**config.mk**
```make
export PLATFORM = sky130hd
export DESIGN_NAME = simple_memwb
export DESIGN_NICKNAME = d
export VERILOG_FILES = /design/src/rtl/simple_pkg.sv /design/src/rtl/simple_reqtimer.sv /design/src/rtl/simple_memwb.sv
export SDC_FILE = /design/constraint.sdc
export NUM_CORES = 1
export LEC_CHECK = 0
export ABC_CLOCK_PERIOD_IN_PS = 3100
export CORE_MARGIN = 3
export CORE_UTILIZATION = 43
export CTS_CLUSTER_DIAMETER = 50
export CTS_CLUSTER_SIZE = 14
export DETAILED_ROUTE_END_ITERATION = 8
export PLACE_DENSITY = 0.88
export SLEW_MARGIN = 15
export SYNTH_ARGS = -nofsm -noshare
export SYNTH_HDL_FRONTEND = slang
export SYNTH_HIERARCHICAL = 1
export SYNTH_SLANG_ARGS = --single-unit
```
**constraint.sdc**
```tcl
create_clock -name clock -period 3.1 [get_ports clock]
set_input_delay 0.31 -clock clock [delete_from_list [all_inputs] [get_ports clock]]
set_output_delay 0.31 -clock clock [all_outputs]
set_load 0.1 [all_outputs]
```
**src/rtl/simple_pkg.sv**
```systemverilog
// Shared types and encodings for the SIMPLE pipeline (decode and mem/write-back stages).
package simple_pkg;

  typedef logic [15:0] word_t;
  typedef logic [2:0]  regidx_t;
  typedef logic [1:0]  memop_t;

  localparam memop_t MW_NONE  = 2'b00;
  localparam memop_t MW_LOAD  = 2'b01;
  localparam memop_t MW_STORE = 2'b10;

  typedef enum logic [1:0] {
    IDLE = 2'b00,
    REQ  = 2'b01,
    WB   = 2'b10
  } state_t;

  // 2'b11 is treated as no memory access.
  function automatic logic is_memop(input memop_t op);
    return (op == MW_LOAD) || (op == MW_STORE);
  endfunction

endpackage

```
**src/rtl/simple_reqtimer.sv**
```systemverilog
// Wait counter for an outstanding memory request; flags the last allowed cycle.
module simple_reqtimer
  import simple_pkg::*;
#(
  parameter int unsigned MEM_TIMEOUT = 15
) (
  input  logic clock,
  input  logic reset_n,
  input  logic clear,
  input  logic enable,
  output logic timeout
);

  localparam logic [3:0] LAST = 4'(MEM_TIMEOUT - 1);

  logic [3:0] count;

  always_ff @(posedge clock) begin
    if (!reset_n || clear) count <= 4'd0;
    else if (enable)       count <= count + 4'd1;
  end

  assign timeout = enable && (count == LAST);

endmodule

```
**src/rtl/simple_memwb.sv**
```systemverilog
// Memory-access and write-back stage: one instruction at a time, req/ack data
// memory handshake with timeout, then a single-cycle register-file write.
module simple_memwb
  import simple_pkg::*;
#(
  parameter int unsigned MEM_TIMEOUT = 15
) (
  input  logic        clock,
  input  logic        reset_n,
  input  logic        in_valid,
  output logic        in_ready,
  input  word_t       aluresult,
  input  logic        writereg,
  input  regidx_t     regaddress,
  input  memop_t      memwrite,
  input  word_t       address,
  input  word_t       storedata,
  output logic        mem_req,
  output logic        mem_we,
  output word_t       mem_addr,
  output word_t       mem_wdata,
  input  word_t       mem_rdata,
  input  logic        mem_ack,
  output logic        writeflag,
  output regidx_t     writetarget,
  output word_t       writeval,
  output logic        mem_err
);

  state_t state, state_next;
  logic   transfer;
  logic   wr_q;
  logic   timeout;
  logic   load_wb;

  assign transfer = in_valid && in_ready;
  // A load that completes and targets a register goes on to write-back.
  assign load_wb  = (state == REQ) && mem_ack && !mem_we && wr_q;

  simple_reqtimer #(.MEM_TIMEOUT(MEM_TIMEOUT)) u_timer (
    .clock   (clock),
    .reset_n (reset_n),
    .clear   (state != REQ),
    .enable  (state == REQ),
    .timeout (timeout)
  );

  always_ff @(posedge clock) begin
    if (!reset_n) state <= IDLE;
    else          state <= state_next;
  end

  always_comb begin
    state_next = state;
    case (state)
      IDLE: begin
        if (transfer) begin
          if (is_memop(memwrite)) state_next = REQ;
          else if (writereg)      state_next = WB;
        end
      end
      REQ: begin
        // Ack takes priority over a coincident timeout.
        if (mem_ack)      state_next = load_wb ? WB : IDLE;
        else if (timeout) state_next = IDLE;
      end
      WB:      state_next = IDLE;
      default: state_next = IDLE;
    endcase
  end

  always_comb begin
    in_ready  = (state == IDLE);
    mem_req   = (state == REQ);
    writeflag = (state == WB);
  end

  always_ff @(posedge clock) begin
    if (!reset_n) begin
      mem_we      <= 1'b0;
      mem_addr    <= '0;
      mem_wdata   <= '0;
      writetarget <= '0;
      writeval    <= '0;
      wr_q        <= 1'b0;
      mem_err     <= 1'b0;
    end else begin
      mem_err <= (state == REQ) && !mem_ack && timeout;
      if (transfer) begin
        mem_we      <= (memwrite == MW_STORE);
        mem_addr    <= address;
        mem_wdata   <= storedata;
        writetarget <= regaddress;
        wr_q        <= writereg;
        if (!is_memop(memwrite) && writereg) writeval <= aluresult;
      end
      if (load_wb) writeval <= mem_rdata;
    end
  end

endmodule

```
# Word-level counts from Yosys, hierarchy flattened
# Cells that the tools add are included.
# classes
add_sub_neg	1
eq_ne	9
n_mux	10
n_reduce_logical	19
# op_table
operator	count
16-bit 2-to-1 mux	3
2-bit 2-to-1 mux	6
1-bit logical AND	8
4-bit by 1-bit adder with 4-bit output (second input constant)	1
2-bit by 1-bit equality test with 1-bit output (second input constant)	2
2-bit equality test (second input constant)	2
4-bit equality test (second input constant)	1
1-bit logical NOT	4
2-bit by 1-bit inequality test with 1-bit output (second input constant)	2
2-bit case mux with 2 select lines	1
2-bit nonzero test	2
3-bit by 1-bit inequality test with 1-bit output (second input constant)	1
3-bit inequality test (second input constant)	1
3-bit AND reduction	1
2-bit logical NOT	1
1-bit logical OR	2
2-bit AND reduction	1
# word_totals
ff_bits	60
inputBits	74
output_inout_bits	56
word_cells	48

# Longest topological paths before layout
# Gate-level depths: netlist (run 1).
# depth
depth_word	7
depth_mapped	7
depth_no_buf	6

# Cells and area by module
# Netlist (run 1), hierarchy kept.
# by_module_without_submodules
module	instances	cells_per_inst	area_per_inst_um2
simple_memwb	1	285	2404.8
simple_reqtimer	1	21	207.7

# Worst setup path after synthesis (run 1)
# Ideal clock, no wire load.
# synth_path
path_kind	register to register
from	reg state[0]
to	reg state[1]
setup_time_ns	0.086
t_arrival_ns	3.028
required_time_ns	3.014
slack_ns	-0.014
path_stages_with_launch	8
n_path_buf	2
cell_sequence	dfxtp_1 buf_2 nor2b_1 buf_2 and4_1 nor2_1 a22o_1 a221oi_2
# synth_lines
element	line_no	text
from (decl)	simple_memwb.sv:30	state_t state, state_next;
from (signal assigned)	simple_memwb.sv:50	else state <= state_next;
2-bit by 1-bit equality test with 1-bit output	-	
via mem_req	simple_memwb.sv:18	output logic mem_req,
1-bit logical AND	simple_reqtimer.sv:23	assign timeout = enable && (count == LAST);
via timeout	simple_memwb.sv:33	logic timeout;
3-bit inequality test (no line)	-	
3-bit AND reduction (no line)	-	
# The timed path passes the listed nets, and every way through them passes these cells.
# A chain may end at the register's enable or synchronous reset.

# Final worst setup path (run 1)
# layout_path
from	reg writeval[4]
to	out writeval[4]
# layout_lines
element	line_no	text
from (decl)	simple_memwb.sv:26	output word_t writeval,
from (signal assigned)	simple_memwb.sv:95	if (!is_memop(memwrite) && writereg) writeval <= aluresult;
from (signal assigned)	simple_memwb.sv:97	if (load_wb) writeval <= mem_rdata;
# No word-level cell between the ends.

==> qor.txt, run 1 <==
Syn Area/Cell - 8.54 um^2
DR vias - 2725
Total Nets Final - 499
# setup viols final - 0
Initial DRT Pass Iterations - 4
Synth unique cells - 33
Initial antenna violation count - 0
Power Total - 2.23 mW
Vias per cell - 5.47
Ys flop type - dfxtp_1
WL/cell - 16.0 um
Max Clock Freq - 470 MHz
Worst vdd ir - 0.000335 V
Antenna viol nets, final - 0
# diodes - 0
Clock Latency Late Sink - 0.33 ns
Synth Area in XOR/XNOR - 0.335%
CP max-delay cell - clkdlybuf4s50_1
Total grt overflow - 0
Worst Max-Slew Pin Slew - 1.00 ns
Post-synthesis simple-gate area fraction - 20.6%
CTS sink count - 60
GRT Util Overall - 22.7%
Die width - 83.9 um
Status - finished, final reports clean
Synth warn - 6
Syn Inst Count - 306
Cell Chain, Critical Path - clkdlybuf4s50_1
Gates resized, CTS repair - 0
Reg clk slew, reported paths - 0.06 ns
Post-Synth Adder-Cell Area - 1.44%
Max Slew Vio Count - 0
Slowest stage delay, CP - 1.14 ns
Worst EP arrival - 1.82 ns
Worst Path Max Fanout - 2
MaxCap Viol Count - 0
Hold_buf cts - 0
CTS tree - done
Buffer depth of the longest clock path - 2
Sum of negative setup slack - 0 ns
Std cell rows - 27
Area grow syn2layout - 55.3%
Setup bufs post-CTS - 0
HP Class - reg -> reg
Crit path launch type - flip-flop
Post-synthesis mux area share - 0.383%
Data required, critical path - 2.79 ns
Synth Area in Compound Gates - 24.8%
Number of top-level pins - 130
# port buffers - 129
DPL Wire Length - 5550 um
Share of post-route cells with drive strength above 1 - 6.57%
# DRC - 0
Final Cycle Share - 68.7%
Routed Wire Length - 7970 um
Static Leak - 1.47 nW
Mapped cell area - 0.00261 mm^2
WP buf/inv - 1
Vias in the first global route - 2564
CP delay by family, top - buffers and inverters
CTS Buf Count - 9
Register bit total from synthesis - 60
Worst Setup Path Type - reg -> out
Clk root buf - clkbuf_8
Largest net degree at the start of global routing - 60
Starting Density - 46.0%
Syn Nets - 383
R2R Setup Slk - 1.18 ns
Final min period - 2.13 ns
Die area - 0.00705 mm^2
CTS H-tree depth - 3
Ys async rst share - 0%
Core ar. - 0.00568 mm^2
Main combinational cell family by area after synthesis - compound AO/OA/AOI/OAI gates
Final hold vios - 0
Iter 0 DRT Violations - 215
Slew headroom - 32.9%
RSZ-0062 raised after global routing - no
Endpoint class of the critical path - output port
Die Ht - 83.9 um
First-pass GRT wire length - 12900 um
Clk_skew - 0.00600 ns
PwrDens - 549 mW/mm^2
Sequential fraction of the synthesis area - 46.0%
Number of enable flip-flop cells after synthesis - 0
GPL Wtd Cong - 0.867
-- state kept, by name, indices dropped and copies added, names as in the netlist --
signal / flops
writetarget: 3
mem_addr: 16
mem_err: 1
writeval: 16
mem_we: 1
mem_wdata: 16
state: 2
u_timer/count: 4
wr_q: 1
-- cells in the mapped netlist, types with 2 or more instances --
master | count | area, um^2
a21boi_1 | 37 | 278
a31oi_1 | 15 | 93.8
buf_2 | 12 | 60.1
buf_6 | 3 | 33.8
clkbuf_1 | 14 | 52.6
dfxtp_1 | 60 | 1200
ha_1 | 3 | 37.5
inv_1 | 5 | 18.8
nand2_1 | 76 | 285
nand3b_1 | 2 | 15.0
nand4_1 | 17 | 106
nand4bb_1 | 2 | 22.5
nor2_1 | 6 | 22.5
nor2b_1 | 3 | 18.8
o21ai_0 | 16 | 80.1
o31ai_1 | 17 | 128
or3b_1 | 2 | 17.5
-- final timing paths --
path               start     endpoint  cells after the start
min          mem_addr[9]  mem_addr[9]                      2
min reg2reg  mem_addr[9]  mem_addr[9]                      2
max reg2reg     state[0]     state[1]                      5
max          writeval[4]  writeval[4]                      1
-- worst reg2reg max path: stages, from the launching register on --
cell and delay, ns:
dfxtp_1 0.56, nor2b_2 0.41, and4_1 0.32, nor2_1 0.05, a22o_1 0.23, a221oi_2 0.25
-- cell type report --
cell class	instances	area [um^2]
clock buffer	13	149
clock inverter	2	35.0
fill	429	1620
inverter	6	22.5
multi-input combinational	211	1240
sequential	60	1200
tap	72	90.1
timing repair buffer	134	1310
-- logic make-up (layout without fill, tap and decap cells) --
group	count (synthesis)	after routing
muxes	1	1
xor gates and xnor gates	1	1
AOI/OAI and AO/OA	92	92
and+or+nand+nor	114	114
DFF	60	60
buffers and inverters	35	155
adders and majority gates	3	3
-- per-stage QoR --
step           utilization, %  hold slack, ns  instances  cell area, um^2  setup WS, ns
2_1_floorplan               -           0.387        306             2620         0.589
3_3_place_gp             68.2           0.439        483             3870         0.793
3_5_place_dp             68.2           0.446        483             3870         0.695
4_1_cts                  71.5           0.454        498             4060         0.950
5_1_grt                  71.5           0.472        498             4060         0.896
6_report                 71.5           0.453        498             4060         0.971
-- metal layers --
layer  wire (um)  vias to the layer above  track usage (%)
li1            -                     1304                -
met1        3340                     1279             28.0
met2        3880                      126             36.8
met3         562                       16             6.61
met4         185                        0             9.50
met5           0                        -                0
-- layout by cell type, fill, tap and decap left out, types with 2 or more instances in the layout --
cell / netlist / final
clkdlybuf4s50_1: 0 / 124
o21ai_0: 16 / 16
o31ai_1: 17 / 17
nor2b_1: 3 / 2
a21boi_1: 37 / 37
clkbuf_8: 0 / 10
inv_1: 5 / 5
nand4_1: 17 / 17
a31oi_1: 15 / 15
nand3b_1: 2 / 2
nor2_1: 6 / 6
dfxtp_1: 60 / 60
clkbuf_1: 14 / 3
nand2_1: 76 / 76
buf_4: 0 / 9
ha_1: 3 / 3
nand4bb_1: 2 / 2
-- power by group --
part | total (mW) | switching [mW] | internal [mW] | leakage, nW
sequential | 0.847 | 0.0286 | 0.818 | 0.491
combinational | 0.713 | 0.498 | 0.216 | 0.882
clock | 0.667 | 0.278 | 0.389 | 0.0935
total | 2.23 | 0.805 | 1.42 | 1.47
Power figures use the tool's default switching activity.
==> inputs of run 2 (changes only) <==
--- a/config.mk
+++ b/config.mk
@@ -5,13 +5,13 @@
 export SDC_FILE = /design/constraint.sdc
 export NUM_CORES = 1
 export LEC_CHECK = 0
-export ABC_CLOCK_PERIOD_IN_PS = 3100
+export ABC_CLOCK_PERIOD_IN_PS = 2000
 export CORE_MARGIN = 3
-export CORE_UTILIZATION = 43
+export CORE_UTILIZATION = 40
 export CTS_CLUSTER_DIAMETER = 50
 export CTS_CLUSTER_SIZE = 14
 export DETAILED_ROUTE_END_ITERATION = 8
-export PLACE_DENSITY = 0.88
+export PLACE_DENSITY = 0.83
 export SLEW_MARGIN = 15
 export SYNTH_ARGS = -nofsm -noshare
 export SYNTH_HDL_FRONTEND = slang
==> constraint.sdc (replaced) <==
create_clock -name clock -period 2 [get_ports clock]
set_input_delay 0.2 -clock clock [delete_from_list [all_inputs] [get_ports clock]]
set_output_delay 0.2 -clock clock [all_outputs]
set_load 0.1 [all_outputs]
==> qor.txt, run 2 (same netlist as run 1, synthesis figures left out) <==
Layout fillers - 531
Std cell rows - 28
Worst Setup Slack, final - 0.315 ns
Clk root buf - clkbuf_8
Top flop regs - mem_addr (16), mem_wdata (16), writeval (16)
DR vias - 2668
Initial antenna violation count - 0
M1 GR Usage - 24.4%
Commonest non-fill, non-tap cell in the layout - nand2_1
Reg clk slew, reported paths - 0.06 ns
Gates resized, CTS repair - 0
Crit path launch type - flip-flop
Routed Wire Length - 7620 um
Clk_skew - 0.00602 ns
DPL Wire Length - 5380 um
# port buffers - 129
Die width - 86.8 um
CTS sink count - 60
CTS Buf Count - 9
Largest net degree at the start of global routing - 37
Die Ht - 86.8 um
Power Total - 3.35 mW
PwrDens - 837 mW/mm^2
RSZ-0062 raised after global routing - no
GPL Wtd Cong - 0.786
Post-Place Cells - 492
Worst Path Max Fanout - 9
R2R Setup Slk - 0.33 ns
Number of top-level pins - 130
# DRC - 0
Share of post-route cells with drive strength above 1 - 20.4%
Worst Setup Path Type - reg -> out
Total Nets Final - 505
Starting Density - 42.6%
Antenna viol nets, final - 0
Worst vdd ir - 0.000428 V
Setup bufs post-CTS - 0
Met3 global-route usage - 3.80%
Worst EP arrival - 1.49 ns
Finished Layout Cells - 507
Pre-CTS WS - 0.182 ns
Vias in the first global route - 2715
Hold_buf cts - 0
Met2 Use GR - 35.6%
# setup viols final - 0
Register area - 0.00120 mm^2
Die area - 0.00754 mm^2
Data required, critical path - 1.80 ns
GRT Util Overall - 20.7%
Sum of negative setup slack - 0 ns
Worst Max-Slew Pin Slew - 0.652 ns
HP Class - in -> reg
Clock Latency Late Sink - 0.31 ns
CTS H-tree depth - 3
MaxCap Viol Count - 0
Core ar. - 0.00613 mm^2
Multi-input logic area - 0.00125 mm^2
Final hold vios - 0
Status - finished, final reports clean
WL/cell - 15.0 um
Buffer depth of the longest clock path - 2
Worst reg2reg path depth - 3
Static Leak - 1.60 nW
Total grt overflow - 0
Final Cycle Share - 84.3%
Initial DRT Pass Iterations - 5
# diodes - 0
CTS tree - done
Area grow syn2layout - 53.4%
GR peak layer - met2
Hold path depth - 3
Most frequent cells in the layout - nand2_1, clkdlybuf4s50_1, buf_4, dfxtp_1, a21boi_1
Endpoint class of the critical path - output port
Vias per cell - 5.26
Slew headroom - 56.5%
Max Slew Vio Count - 0
Iter 0 DRT Violations - 142
First-pass GRT wire length - 12500 um
Final min period - 1.69 ns
Max Clock Freq - 593 MHz
## run 2: power breakdown
group	switching [mW]	internal (mW)	leakage [nW]
Clock	0.424	0.507	0.0893
Sequential	0.0468	1.27	0.491
Combinational	0.770	0.337	1.02
Total	1.24	2.11	1.60
## run 2: routing by layer
metal / vias up / share of wire (%) / wire, um
met4: 0 / 2.5 / 192
met2: 95 / 50 / 3790
met5: - / 0 / 0
met3: 21 / 5.6 / 424
li1: 1321 / - / -
met1: 1231 / 42 / 3210
## run 2: final timing paths
path | endpoint | from
max | writeflag | state[1]
min | mem_err | reset_n
max reg2reg | writeval[9] | state[1]
min reg2reg | mem_wdata[13] | mem_wdata[13]
## run 2: worst max-delay path, stage by stage (launching register included)
cell	delay (ns)
dfxtp_1	0.58
inv_1	0.13
nor2_1	0.24
buf_12	0.21
## run 2: cell type report
class | instances | share of cell area [%]
inverters | 6 | 0.562
clock buffers | 13 | 3.97
clock inverters | 2 | 0.250
flip-flops and latches | 60 | 30.0
well taps | 75 | 2.34
multi-input cells | 211 | 31.3
repair buffers | 140 | 31.6
## run 2: per-stage QoR
stage | hold slack, ns | instance area, um^2 | utilization [%]
floorplan | 0.277 | 2640 | -
global placement | 0.440 | 3840 | 62.6
detailed placement | 0.445 | 3840 | 62.6
CTS | 0.272 | 4010 | 65.3
global route | 0.296 | 4010 | 65.3
finish | 0.300 | 4010 | 65.3
==> inputs of run 3 (changes only) <==
--- a/config.mk
+++ b/config.mk
@@ -5,13 +5,13 @@
 export SDC_FILE = /design/constraint.sdc
 export NUM_CORES = 1
 export LEC_CHECK = 0
-export ABC_CLOCK_PERIOD_IN_PS = 2000
+export ABC_CLOCK_PERIOD_IN_PS = 1500
 export CORE_MARGIN = 3
-export CORE_UTILIZATION = 40
+export CORE_UTILIZATION = 36
 export CTS_CLUSTER_DIAMETER = 50
 export CTS_CLUSTER_SIZE = 14
 export DETAILED_ROUTE_END_ITERATION = 8
-export PLACE_DENSITY = 0.83
+export PLACE_DENSITY = 0.79
 export SLEW_MARGIN = 15
 export SYNTH_ARGS = -nofsm -noshare
 export SYNTH_HDL_FRONTEND = slang
==> constraint.sdc (replaced) <==
create_clock -name clock -period 1.5 [get_ports clock]
set_input_delay 0.15 -clock clock [delete_from_list [all_inputs] [get_ports clock]]
set_output_delay 0.15 -clock clock [all_outputs]
set_load 0.1 [all_outputs]
==> qor.txt, run 3 (same netlist as run 1, synthesis figures left out) <==
Core ar. - 0.00691 mm^2
Clock Latency Late Sink - 0.33 ns
Setup bufs post-CTS - 0
Sum of negative setup slack - 0 ns
Worst EP arrival - 1.28 ns
Iter 0 DRT Violations - 140
Final Cycle Share - 95.6%
# diodes - 0
Most frequent cells in the layout - nand2_1, clkdlybuf4s50_1, buf_12, dfxtp_1, a21boi_1
Antenna viol nets, final - 0
Top flop regs - mem_addr (16), mem_wdata (16), writeval (16)
Total Nets Final - 509
Die Ht - 91.2 um
Final Util - 69.4%
WL/cell - 15.5 um
# DRC - 0
Starting Density - 37.8%
Commonest non-fill, non-tap cell in the layout - nand2_1
MaxCap Viol Count - 0
CTS H-tree depth - 3
CTS tree - done
CTS Buf Count - 9
Sw Share - 36.0%
Worst Path Max Fanout - 6
Std cell rows - 30
GPL Wtd Cong - 0.775
Die area - 0.00831 mm^2
Register area - 0.00121 mm^2
First-pass GRT wire length - 13200 um
Crit path launch type - flip-flop
CTS sink count - 60
Buffer depth of the longest clock path - 2
Data required, critical path - 1.35 ns
Worst Setup Path Type - reg -> out
Reg clk slew, reported paths - 0.06 ns
Worst hold slack - 0.149 ns
Layout fillers - 549
Number of top-level pins - 130
Clk_skew - 0.00492 ns
Worst Max-Slew Pin Slew - 0.410 ns
Share of post-route cells with drive strength above 1 - 22.0%
PwrDens - 1000 mW/mm^2
Total grt overflow - 0
GRT Util Overall - 19.7%
Int Power - 3.06 mW
# port buffers - 129
Vias in the first global route - 2744
Final min period - 1.43 ns
Worst vdd ir - 0.000747 V
Die width - 91.2 um
Multi-input logic area - 0.00127 mm^2
Initial DRT Pass Iterations - 4
Post-Place Cells - 517
Endpoint class of the critical path - output port
Final hold vios - 0
Routed Wire Length - 8220 um
Power Total - 4.79 mW
Area grow syn2layout - 83.4%
Max Clock Freq - 697 MHz
Flop pwr share - 37.5%
Vias per cell - 5.13
DPL Wire Length - 6030 um
Clock power share - 26.1%
RSZ-0062 raised after global routing - no
# setup viols final - 0
Static Leak - 1.80 nW
Status - finished, final reports clean
HP Class - in -> reg
DR vias - 2727
Switching pwr - 1.73 mW
Initial antenna violation count - 0
Clk root buf - clkbuf_8
Largest net degree at the start of global routing - 38
Finished Layout Cells - 532
Max Slew Vio Count - 0
Slew headroom - 72.6%
Comb pwr share - 36.4%
==> run 3: cell count changes in the layout (fill, tap and decap cells not counted), sizes merged <==
cell	before	now
buf	68	72
==> run 3: metal layers <==
layer	share of wire (%)	routed length, um	vias up	GRT usage [%]
li1	-	-	1323	-
met1	40	3270	1268	22.5
met2	50	4100	110	33.8
met3	6.1	498	26	3.81
met4	4.3	357	0	12.1
met5	0	0	-	0
==> run 3: timing repair <==
item	CTS	global route
gates cloned	0	0
hold buffers	0	0
setup endpoints to repair	1	7
resized for setup	2	5
==> run 3: path summary, 6_finish.rpt <==
| kind | startpoint | end | slack [ns] | depth (start not counted) |
|---|---|---|---|---|
| min | reset_n | u_timer/count[2] | 0.15 | 3 |
| min reg2reg | wr_q | wr_q | 0.47 | 2 |
| max reg2reg | state[0] | state[1] | 0.13 | 5 |
| max | state[1] | writeflag | 0.07 | 4 |
==> run 3: critical path, cell delays in order (launching register included) <==
cell,delay [ns]
dfxtp_4,0.39
buf_4,0.14
inv_1,0.07
nor2_2,0.17
buf_12,0.19
==> run 3: layout make-up <==
type | count | area share (%)
Clock inverter | 2 | 0.209
Timing Repair Buffer | 144 | 41.7
Tap cell | 96 | 2.51
Multi-Input combinational cell | 211 | 26.4
Clock buffer | 13 | 3.32
Inverter | 6 | 0.470
Sequential cell | 60 | 25.3
==> run 3: power by group through the flow <==
| stage | Sequential [mW] | Combinational [mW] | Clock, mW |
|---|---|---|---|
| 3_3_place_gp | 1.83 | 1.72 | 0 |
| 5_1_grt | 1.81 | 1.81 | 1.36 |
| 6_report | 1.80 | 1.74 | 1.25 |
| 2_1_floorplan | 2.41 | 0.398 | 0 |
| 3_5_place_dp | 1.83 | 1.74 | 0 |
| 4_1_cts | 1.80 | 1.75 | 1.29 |
==> run 3: per-stage QoR <==
| step | setup slack [ns] | instance area, um^2 |
|---|---|---|
| after global placement | -0.244 | 4600 |
| after floorplan | -0.446 | 2640 |
| final | 0.0661 | 4790 |
| after CTS | 0.0121 | 4770 |
| after detailed placement | -0.272 | 4600 |
| after global routing | 0.0139 | 4790 |
